--- config.mk ---
export PLATFORM = sky130hd
export DESIGN_NAME = seq_divider
export DESIGN_NICKNAME = d
export VERILOG_FILES = /design/src/rtl/coproc_pkg.sv /design/src/rtl/div_step.sv /design/src/rtl/seq_divider.sv
export SDC_FILE = /design/constraint.sdc
export NUM_CORES = 1
export LEC_CHECK = 0
export ABC_AREA = 1
export CAP_MARGIN = 20
export CORE_AREA = 2 2 89 91
export CTS_CLUSTER_SIZE = 20
export DETAILED_ROUTE_END_ITERATION = 7
export DIE_AREA = 0 0 91 93
export PLACE_DENSITY = 0.74
export SLEW_MARGIN = 20
export SYNTH_ARGS = -nofsm -noshare
export SYNTH_HDL_FRONTEND = slang
export SYNTH_SLANG_ARGS = --single-unit
export TNS_END_PERCENT = 100
--- constraint.sdc ---
create_clock -name clk -period 1.9 [get_ports clk]
set_input_delay 0.475 -clock clk [delete_from_list [all_inputs] [get_ports clk]]
set_output_delay 0.475 -clock clk [all_outputs]
set_load 0.02 [all_outputs]
--- src/rtl/coproc_pkg.sv ---
// Shared coprocessor definitions: data width, divider state encoding, magnitude helper.
package coproc_pkg;

  localparam int unsigned DATA_W = 8;

  // Wide enough to take any supported operand width after sign extension.
  localparam int unsigned ABS_W = 64;

  typedef enum logic [1:0] {
    DIV_IDLE = 2'd0,
    DIV_CALC = 2'd1,
    DIV_FIX  = 2'd2
  } div_state_e;

  // Unsigned magnitude of a sign-extended operand; |MIN| of the narrow type fits.
  function automatic logic [ABS_W-1:0] abs_u(input logic signed [ABS_W-1:0] x);
    return x[ABS_W-1] ? $unsigned(-x) : $unsigned(x);
  endfunction

endpackage

--- src/rtl/div_step.sv ---
// One restoring-division step: shift in the next dividend bit, trial-subtract the divisor.
module div_step #(
  parameter int unsigned WIDTH = 8
) (
  input  logic [WIDTH-1:0] prem,
  input  logic             dvd_msb,
  input  logic [WIDTH-1:0] dvs,
  output logic [WIDTH-1:0] prem_next,
  output logic             qbit
);

  logic [WIDTH:0] shifted;
  logic [WIDTH:0] trial;

  // Extra top bit carries the sign of the trial subtraction.
  always_comb begin
    shifted   = {prem, dvd_msb};
    trial     = shifted - {1'b0, dvs};
    qbit      = ~trial[WIDTH];
    prem_next = qbit ? trial[WIDTH-1:0] : shifted[WIDTH-1:0];
  end

endmodule

--- src/rtl/seq_divider.sv ---
// Iterative signed divider: one quotient bit per clock, truncating toward zero,
// remainder follows the dividend's sign. start/busy/done handshake.
module seq_divider
  import coproc_pkg::*;
#(
  parameter int unsigned WIDTH = DATA_W
) (
  input  logic             clk,
  input  logic             rst,
  input  logic             start,
  input  logic [WIDTH-1:0] dividend,
  input  logic [WIDTH-1:0] divisor,
  output logic             busy,
  output logic             done,
  output logic [WIDTH-1:0] quot,
  output logic [WIDTH-1:0] rem,
  output logic             dbz,
  output logic             ovf
);

  localparam int unsigned CW = $clog2(WIDTH) + 1;
  localparam logic [CW-1:0] LastStep = CW'(WIDTH - 1);

  div_state_e state_q, state_d;

  logic [WIDTH-1:0] dvd_q;   // |dividend|, shifted out MSB-first while quotient bits shift in
  logic [WIDTH-1:0] dvs_q;
  logic [WIDTH-1:0] prem_q;
  logic [CW-1:0]    cnt_q;
  logic             sgn_dvd_q, sgn_dvs_q;
  logic             done_q, dbz_q, ovf_q;
  logic [WIDTH-1:0] quot_q, rem_q;

  logic [WIDTH-1:0] dvd_abs, dvs_abs;
  logic [WIDTH-1:0] prem_next;
  logic             qbit;
  logic             fix_dbz, fix_neg_q;
  logic [WIDTH-1:0] q_mag, r_mag;
  logic [WIDTH-1:0] quot_d, rem_d;
  logic             ovf_d;

  assign dvd_abs = WIDTH'(abs_u(ABS_W'($signed(dividend))));
  assign dvs_abs = WIDTH'(abs_u(ABS_W'($signed(divisor))));

  div_step #(
    .WIDTH(WIDTH)
  ) u_step (
    .prem     (prem_q),
    .dvd_msb  (dvd_q[WIDTH-1]),
    .dvs      (dvs_q),
    .prem_next(prem_next),
    .qbit     (qbit)
  );

  // Sign fix-up of the magnitudes; a zero divisor passes the dividend through as remainder.
  always_comb begin
    fix_dbz   = (dvs_q == '0);
    fix_neg_q = sgn_dvd_q ^ sgn_dvs_q;
    q_mag     = fix_dbz ? '0 : dvd_q;
    r_mag     = fix_dbz ? dvd_q : prem_q;
    quot_d    = fix_neg_q ? -q_mag : q_mag;
    rem_d     = sgn_dvd_q ? -r_mag : r_mag;
    // Only MIN / -1 yields a positive quotient magnitude of 2^(WIDTH-1).
    ovf_d     = ~fix_dbz & ~fix_neg_q & dvd_q[WIDTH-1];
  end

  // State register.
  always_ff @(posedge clk) begin
    if (rst) state_q <= DIV_IDLE;
    else     state_q <= state_d;
  end

  // Next-state logic.
  always_comb begin
    state_d = state_q;
    unique case (state_q)
      DIV_IDLE: if (start) state_d = (divisor == '0) ? DIV_FIX : DIV_CALC;
      DIV_CALC: if (cnt_q == LastStep) state_d = DIV_FIX;
      DIV_FIX:  state_d = DIV_IDLE;
      default:  state_d = DIV_IDLE;
    endcase
  end

  // Output logic.
  always_comb begin
    busy = (state_q != DIV_IDLE);
    done = done_q;
    quot = quot_q;
    rem  = rem_q;
    dbz  = dbz_q;
    ovf  = ovf_q;
  end

  // Datapath: operand capture, restoring iterations, result registration.
  always_ff @(posedge clk) begin
    if (rst) begin
      dvd_q     <= '0;
      dvs_q     <= '0;
      prem_q    <= '0;
      cnt_q     <= '0;
      sgn_dvd_q <= 1'b0;
      sgn_dvs_q <= 1'b0;
      done_q    <= 1'b0;
      quot_q    <= '0;
      rem_q     <= '0;
      dbz_q     <= 1'b0;
      ovf_q     <= 1'b0;
    end else begin
      done_q <= 1'b0;
      unique case (state_q)
        DIV_IDLE: begin
          if (start) begin
            dvd_q     <= dvd_abs;
            dvs_q     <= dvs_abs;
            sgn_dvd_q <= dividend[WIDTH-1];
            sgn_dvs_q <= divisor[WIDTH-1];
            prem_q    <= '0;
            cnt_q     <= '0;
          end
        end
        DIV_CALC: begin
          prem_q <= prem_next;
          dvd_q  <= {dvd_q[WIDTH-2:0], qbit};
          cnt_q  <= cnt_q + CW'(1);
        end
        DIV_FIX: begin
          quot_q    <= quot_d;
          rem_q     <= rem_d;
          dbz_q     <= fix_dbz;
          ovf_q     <= ovf_d;
          done_q    <= 1'b1;
          dvd_q     <= '0;
          dvs_q     <= '0;
          prem_q    <= '0;
          cnt_q     <= '0;
          sgn_dvd_q <= 1'b0;
          sgn_dvs_q <= 1'b0;
        end
        default: ;
      endcase
    end
  end

endmodule

# After elaboration in Yosys (flattened, before gate mapping)
# Cells that the tools add are included.
# W data, S select, Z words.
# classes
n_eq_ne	5
bitwise_logic	6
reduce_logical	9
add_sub_neg	6
mux	24
# op_table
cell	count
$mux W8	10
$pmux W8 S3	2
$neg A8 Y8	4
$logic_not A8 Y1	2
$pmux W8 S2	1
$pmux W4 S3	1
$sub A9 B8 Y9	1
$mux W2	3
$reduce_and A2 Y1	3
$add A4 B1 Y4 const B	1
$eq A4 B3 Y1 const B	1
$mux W4	1
$ne A2 B2 Y1 const B	2
$pmux W1 S2	2
$pmux W2 S2	1
$reduce_bool A2 Y1	2
$mux W1	3
$not A1 Y1	3
$reduce_bool A3 Y1	1
$and A1 B1 Y1	2
$eq A2 B1 Y1 const B	1
$eq A2 B2 Y1 const B	1
$logic_not A2 Y1	1
$xor A1 B1 Y1	1
# totals
out_inout_bits	20
ff_bits	51
in_bits	19
word_cells	62

# Logic depth before layout (Yosys ltp)
# Gate-level depths: netlist of run 1.
# logic_depth
ltp_word	4
depth_mapped	14
depth_no_buf	13

# By module
# Synthesis of run 1 repeated with hierarchy kept, for this count alone.
# unflattened
hier_cells	518
area_unflattened_um2	3387.0
# by_module_without_submodules
mod	n_inst	cells_per_inst	seq_area_each_um2	area_per_inst_um2
seq_divider	1	413	1021.0	2796.4
div_step	1	105	0.0	590.6

# Worst setup path before layout of run 1
# Ideal clock, no wire load.
# synth_timing
path_kind	register to register
startpoint	register dvd_q[7]
endpoint	register prem_q[7]
setup_slack_ns	0.004
required_ns	1.772
t_arrival_ns	1.768
path_buffers	0
path_stages_with_launch	14
synth_period_minus_slack_ns	1.896
setup_ns	0.128
cell_sequence	dfxtp_1 > inv_1 > ha_1 > fa_1 > o21ai_2 > nand3_1 > nand2_1 > nand2_1 > nand2_2 > nand2_1 > nand2_1 > nor2_1 > nor2_1 > nor2_1
# synth_via
elab_chain_len	3
# synth_rtl
item	line	source
from (decl)	seq_divider.sv:26	logic [WIDTH-1:0] dvd_q;
from (signal assigned)	seq_divider.sv:113	dvd_q <= dvd_abs;
from (signal assigned)	seq_divider.sv:123	dvd_q <= {dvd_q[WIDTH-2:0], qbit};
$sub A9 B8 Y9	div_step.sv:18	trial = shifted - {1'b0, dvs};
$mux W8	div_step.sv:20	prem_next = qbit ? trial[WIDTH-1:0] : shifted[WIDTH-1:0];
$pmux W8 S3	seq_divider.sv:110	unique case (state_q)
to (signal assigned)	seq_divider.sv:122	prem_q <= prem_next;
to (decl)	seq_divider.sv:28	logic [WIDTH-1:0] prem_q;
# Every way passes these cells.
# A chain may end at the register's enable or synchronous reset.

# Worst setup path in the final report of run 1
# layout_timing
startpoint	register dvd_q[7]
endpoint	register prem_q[3]
# The elaborated chain is that of the path after synthesis.

==> metrics.txt, run 1 <==
endpoints failing setup=3; number of synthesized flops with an enable pin=0; largest net degree at the start of global routing=33; Core Area=7530 µm²; CTS tree=yes; final global-route overflow total=0; IO Pins=39; Seq/Total Area, Yosys=between 30% and 40%; Starting Density=44.0%; Num CTS Buffers=5; post-route worst setup slack=-28.4 ps; via/cell ratio=5.11; WL/cell=12.9 µm; register bit total from synthesis=51; layout cells sized above 1=17.8%; synth top area cells=dfxtp_1 31%, nand2_1 15%, inv_1 7.8%, a21oi_1 7.5%, ha_1 6.4%; critical path endpoint category=flop; crit path DAT=~2200 ps; GP Congestion=between 0.9 and 1; Synthesis Warnings=0; failing checks=negative setup slack; outcome=finished with violations; min cycle time layout=slightly below 2000 ps; row count=32; ys flop type=dfxtp_1; maximum clock rate=519 MHz; Synth Instances=about 510; ant diodes=0; Max IR drop VDD=about 0.0012 V; Met3 Wirelength=approximately 410 µm; Post-CTS Hold Buffers=0; leading cell type by number of instances after synthesis=nand2_1; post-synth top area share=30.8%; met2 routed WL=4.25 mm; post-synth cell types=42; Slew @ Worst Pin=roughly 450 ps; Post-route DRC=0; CTS sink count=slightly above 50; max_cap viols=0; Commonest cells post-synth=129 x nand2_1, 69 x inv_1, 51 x dfxtp_1; Reg2Reg Setup Slack=-30 ps; clock tree buffer depth=2; initial antenna violation count=0; Synth Net Count=542; clk_lat worst skew=approximately 310 ps; Crit Path Max Fanout=8; Post-Route Utilization=58.5%; initial detailed-routing violation count=around 270; Avg Cell Area, Syn=6.57 µm²; fill count=719; power per cell area=1780 nW/µm²; Top Metal Used=met4; Synth-to-Final Area Change=32.8%; Leak=just under 2 nW; Fin Clk Skew=about 9.2 ps; multi-input logic area=2140 µm²; DR vias=roughly 3,500; Synth async-reset ratio=0%; Port Buffers=38; worst path required time=between 2000 and 2500 ps; total global-route track usage=about a fifth; Worst Hold Class=flop to flop; Worst setup SP type=flop; H-tree levels=2; Setup CP Type=flop to flop; number of routed nets with antenna violations=0; HPWL Detailed=between 6 and 7 mm; RSZ-0062 raised after global routing=yes; Reg area=1030 µm²; pre-CTS setup slack=-166 ps; Die H=just over 90 µm; nets=615; first-pass GRT wire length=~14 mm; Worst slew margin=between 70% and 80%; Metal-1 WL=between 3 and 4 mm; die area=8460 µm²; vias in the first global route=between 3,000 and 4,000; period utilization=101%; Hold Vio Cnt, Final=0; clock root buffer=clkbuf_8; DR pass1 iterations=5; clk slew on worst S/H paths=~90 ps; Yosys top cell by area=dfxtp_1; count of pins over their slew limit=0; Post-Syn Area=about 3300 µm²; Die W=a little over 90 µm; detailed-route wire length=8.75 mm
-- worst max-delay path, stage by stage (launching register included) --
cell     delay [ps]
dfxtp_2         340
inv_2            50
ha_4            150
fa_2            390
o21ai_4         210
nand3_4         110
nand2_2         100
nand2_4          70
nand2_8          90
inv_6            50
nand2_1          80
nand3_1          90
a21oi_1         140
-- flip-flops by register name, summed over array words and instances (netlist names) --
| name | count |
|---|---|
| dvd_q | 8 |
| dvs_q | 8 |
| prem_q | 8 |
| quot | 8 |
| rem | 8 |
| cnt_q | 4 |
| state_q | 2 |
| dbz | 1 |
| done | 1 |
| ovf | 1 |
| sgn_dvd_q | 1 |
| sgn_dvs_q | 1 |
-- through the flow --
step / setup TNS, ps / hold slack, ps / std cells / power [mW] / cell area [µm²]
finish: -81.2 / 488 / 680 / 7.85 / 4400
global route: -838 / 523 / 680 / 8.48 / 4400
CTS: 0 / 496 / 675 / 7.02 / 4180
detailed placement: -1790 / 475 / 663 / 6.02 / 4000
global placement: -789 / 463 / 663 / 5.90 / 4000
floorplan: 0 / 454 / 505 / 4.70 / 3320
-- cell usage in the layout, fill, tap and decap left out, types with 2 or more instances in the layout --
cell type        synthesis  layout
or2_2                    2       2
nand2_4                  1       4
o21ai_4                  0       3
ha_4                     0       4
nand3_4                  0       2
o211ai_1                 3       3
xor2_1                  11      11
clkdlybuf4s50_1          0      37
a221oi_1                 5       5
o31ai_1                  2       2
a31oi_1                  3       3
nor2_1                  32      30
dfxtp_1                 51      46
a21oi_1                 50      48
dfxtp_2                  0       4
nand2_1                129     121
buf_6                    1       5
nand3_1                 39      35
buf_4                    1      38
o21ai_0                 32      29
o21ai_1                  1       3
a21oi_2                  0       2
clkinv_1                 2       2
ha_1                    17      13
xnor2_1                  3       3
clkbuf_8                 0       5
nor3_1                   5       4
inv_1                   69      67
nand2_2                  6      11
inv_2                    3       4
nor2_2                   2       3
nand4_1                  3       3
nor2_4                   2       3
nand3_2                  1       3
-- routing by layer --
layer,global-route usage [%],vias up
li1,-,1788
met1,26.1,1554
met2,35.8,114
met3,2.50,19
met4,7.45,0
met5,0,-
-- logic make-up (layout without fill, tap and decap cells) --
kind of cell             count (synthesis)  in the layout  synth area share, %
XOR/XNOR                                14             14                 3.70
adder cells (fa/ha/maj)                 18             18                 7.02
flip-flops                              51             51                 30.8
AO/OA/AOI/OAI                          105            105                 17.7
AND/OR/NAND/NOR                        227            228                 30.1
buffers and inverters                   90            162                 10.7
-- final cells by class --
type	instances	share of cell area [%]
clock buffer	6	1.65
inverter	74	6.42
clock inverter	1	0.682
timing repair buffer	81	16.3
multi-input combinational	365	48.7
sequential	51	23.4
tap	102	2.90
-- path summary, 6_finish.rpt --
check,startpoint,endpoint,cells past startpoint
worst min-delay path,rem[0],rem[0],2
worst min register to register,rem[0],rem[0],2
worst max register to register,dvd_q[7],prem_q[3],12
worst max-delay path,dvd_q[7],prem_q[3],12
-- power breakdown --
part | leakage (nW) | switching, mW | internal (mW)
Clock | 0.0513 | 0.365 | 0.387
Sequential | 0.418 | 0.254 | 1.36
Combinational | 1.49 | 3.23 | 2.26
-- timing repair --
item	4_1_cts	5_1_grt
resized for setup	12	49
buffers inserted	4	5
pin swaps	4	21
gates cloned	1	0
endpoints found under the setup margin	14	24
No activity file was read; power rests on OpenSTA's default activity.
==> run 2: changes to the inputs <==
Settings changed: SKIP_LAST_GASP set to 1.
==> metrics.txt, run 2 (synthesis results as in run 1) <==
Hold Vio Cnt, Final=0 (unchanged); first-pass GRT wire length=14.3 mm (unchanged); layout cells sized above 1=17.6% (-0.17 points); fill count=722 (+0.42%); via/cell ratio=5.14 (+0.52%); Core Area=7530 µm² (unchanged); Post-route DRC=0 (unchanged); number of routed nets with antenna violations=0 (unchanged); RSZ-0062 raised after global routing=yes; total global-route track usage=20.5% (unchanged); largest net degree at the start of global routing=33 (unchanged); H-tree levels=2 (unchanged); CP Cell Sequence=inv_2 -> ha_4 -> fa_2 -> o21ai_4 -> buf_4 -> nand2_1 -> nand2_1 -> xor2_1 -> inv_1 -> nand2_1 -> nand3_1 -> a21oi_2; Worst slew margin=69.8% (-0.26 points); most frequent cells in the layout=122 x nand2_1, 67 x inv_1, 48 x a21oi_1, 46 x dfxtp_1, 38 x buf_4; Critical-path top delay cell=fa_2; Die W=91 µm (unchanged); vias in the first global route=3,206 (unchanged); ant diodes=0 (unchanged); DR pass1 iterations=5 (unchanged); power per cell area=1780 nW/µm² (-0.20%); HPWL Detailed=6.36 mm (unchanged); clk_lat worst skew=310 ps (about the same); post-route worst setup slack=-28.5 ps (-0.0988 ps); Setup CP Type=flop to flop; outcome=finished with violations; Leak=1.95 nW (-0.50%); clk slew on worst S/H paths=90 ps (about the same); Max IR drop VDD=0.00115 V (-0.51%); CTS tree=yes; max incr delay on CP=390 ps (about the same); critical path endpoint category=flop; GP Congestion=0.914 (unchanged); Post-Route Utilization=58.3% (-0.13 points); Port Buffers=38 (unchanged); family with the most delay on the worst path=adder cells; DR vias=3,493 (+0.52%); multi-input logic area=2130 µm² (-0.47%); Reg area=1030 µm² (unchanged); die area=8460 µm² (unchanged); CTS sink count=51 (unchanged); period utilization=102% (about the same); Buf/Inv on CP=3 (+1); initial detailed-routing violation count=235 (-12%); crit path DAT=2180 ps (about the same); Slew @ Worst Pin=453 ps (+3.91 ps); maximum clock rate=519 MHz (about the same); clock tree buffer depth=2 (unchanged); IO Pins=39 (unchanged); max_cap viols=0 (unchanged); Num CTS Buffers=5 (unchanged); worst path required time=2150 ps (about the same); count of pins over their slew limit=0 (unchanged); Die H=93 µm (unchanged); failing checks=negative setup slack; Crit Path Max Fanout=2 (-6); detailed-route wire length=8.80 mm (+0.47%); Post-CTS Hold Buffers=0 (unchanged); Worst Hold Class=flop to flop; cell mode on critical path=nand2_1; initial antenna violation count=0 (unchanged); nets=615 (unchanged); endpoints failing setup=4 (+1); row count=32 (unchanged); min cycle time layout=1930 ps (+0.0988 ps); pre-CTS setup slack=-166 ps (unchanged); Fin Clk Skew=5.88 ps (-3.33 ps); clock root buffer=clkbuf_8; final global-route overflow total=0 (unchanged); Starting Density=44.0% (unchanged); WL/cell=12.9 µm (+0.47%); Synth-to-Final Area Change=32.5%; most common cell after layout, fill and taps aside=nand2_1; Worst setup SP type=flop
==> run 2: tightest hold or removal path, stage by stage, from the launching register on <==
cell and delay [ps]:
dfxtp_1 340, o211ai_1 80, inv_1 50
==> run 2: repair_timing <==
| item | in CTS | in global routing |
|---|---|---|
| gates resized for setup | 11 | 48 |
| endpoints found under the hold margin | 0 | 0 |
| buffers inserted | 4 | 5 |
| endpoints found under the setup margin | 14 | 24 |
| pin swaps | 4 | 21 |
| cloned | 1 | 0 |
==> run 2: layout make-up <==
cell class	count	area share [%]
clock buffers	6	1.65
flip-flops and latches	51	23.4
inverters	74	6.44
repair buffers	81	16.3
clock inverters	1	0.684
multi-input cells	365	48.5
well taps	102	2.91
==> run 2: path summary, 6_finish.rpt <==
kind                            slack, ps      from   endpoint  cells after the start
worst min-delay path                  490    rem[0]     rem[0]                      2
worst min register to register        490    rem[0]     rem[0]                      2
worst max register to register        -30  dvd_q[7]  prem_q[6]                     12
worst max-delay path                  -30  dvd_q[7]  prem_q[6]                     12
==> run 2: layer usage <==
metal / wire, µm / GRT usage, %
met4: 242 / 7.45
met2: 4270 / 35.8
met1: 3850 / 26.1
met3: 435 / 2.50
met5: 0 / 0
==> run 2: through the flow <==
step | area [µm²] | setup TNS (ps) | power (mW) | hold slack (ps) | std cells
after floorplan | 3320 | 0 | 4.70 | 454 | 505
after global placement | 4000 | -789 | 5.90 | 463 | 663
after detailed placement | 4000 | -1790 | 6.02 | 475 | 663
after CTS | 4170 | -18.9 | 7.02 | 496 | 675
after global routing | 4390 | -845 | 8.46 | 523 | 680
final | 4390 | -83.0 | 7.82 | 487 | 680
==> run 2: report_power, final <==
part           total, mW  internal [mW]  switching (mW)
clock              0.748          0.387           0.361
combinational       5.46           2.24            3.22
sequential          1.61           1.36           0.256
total               7.82           3.98            3.84
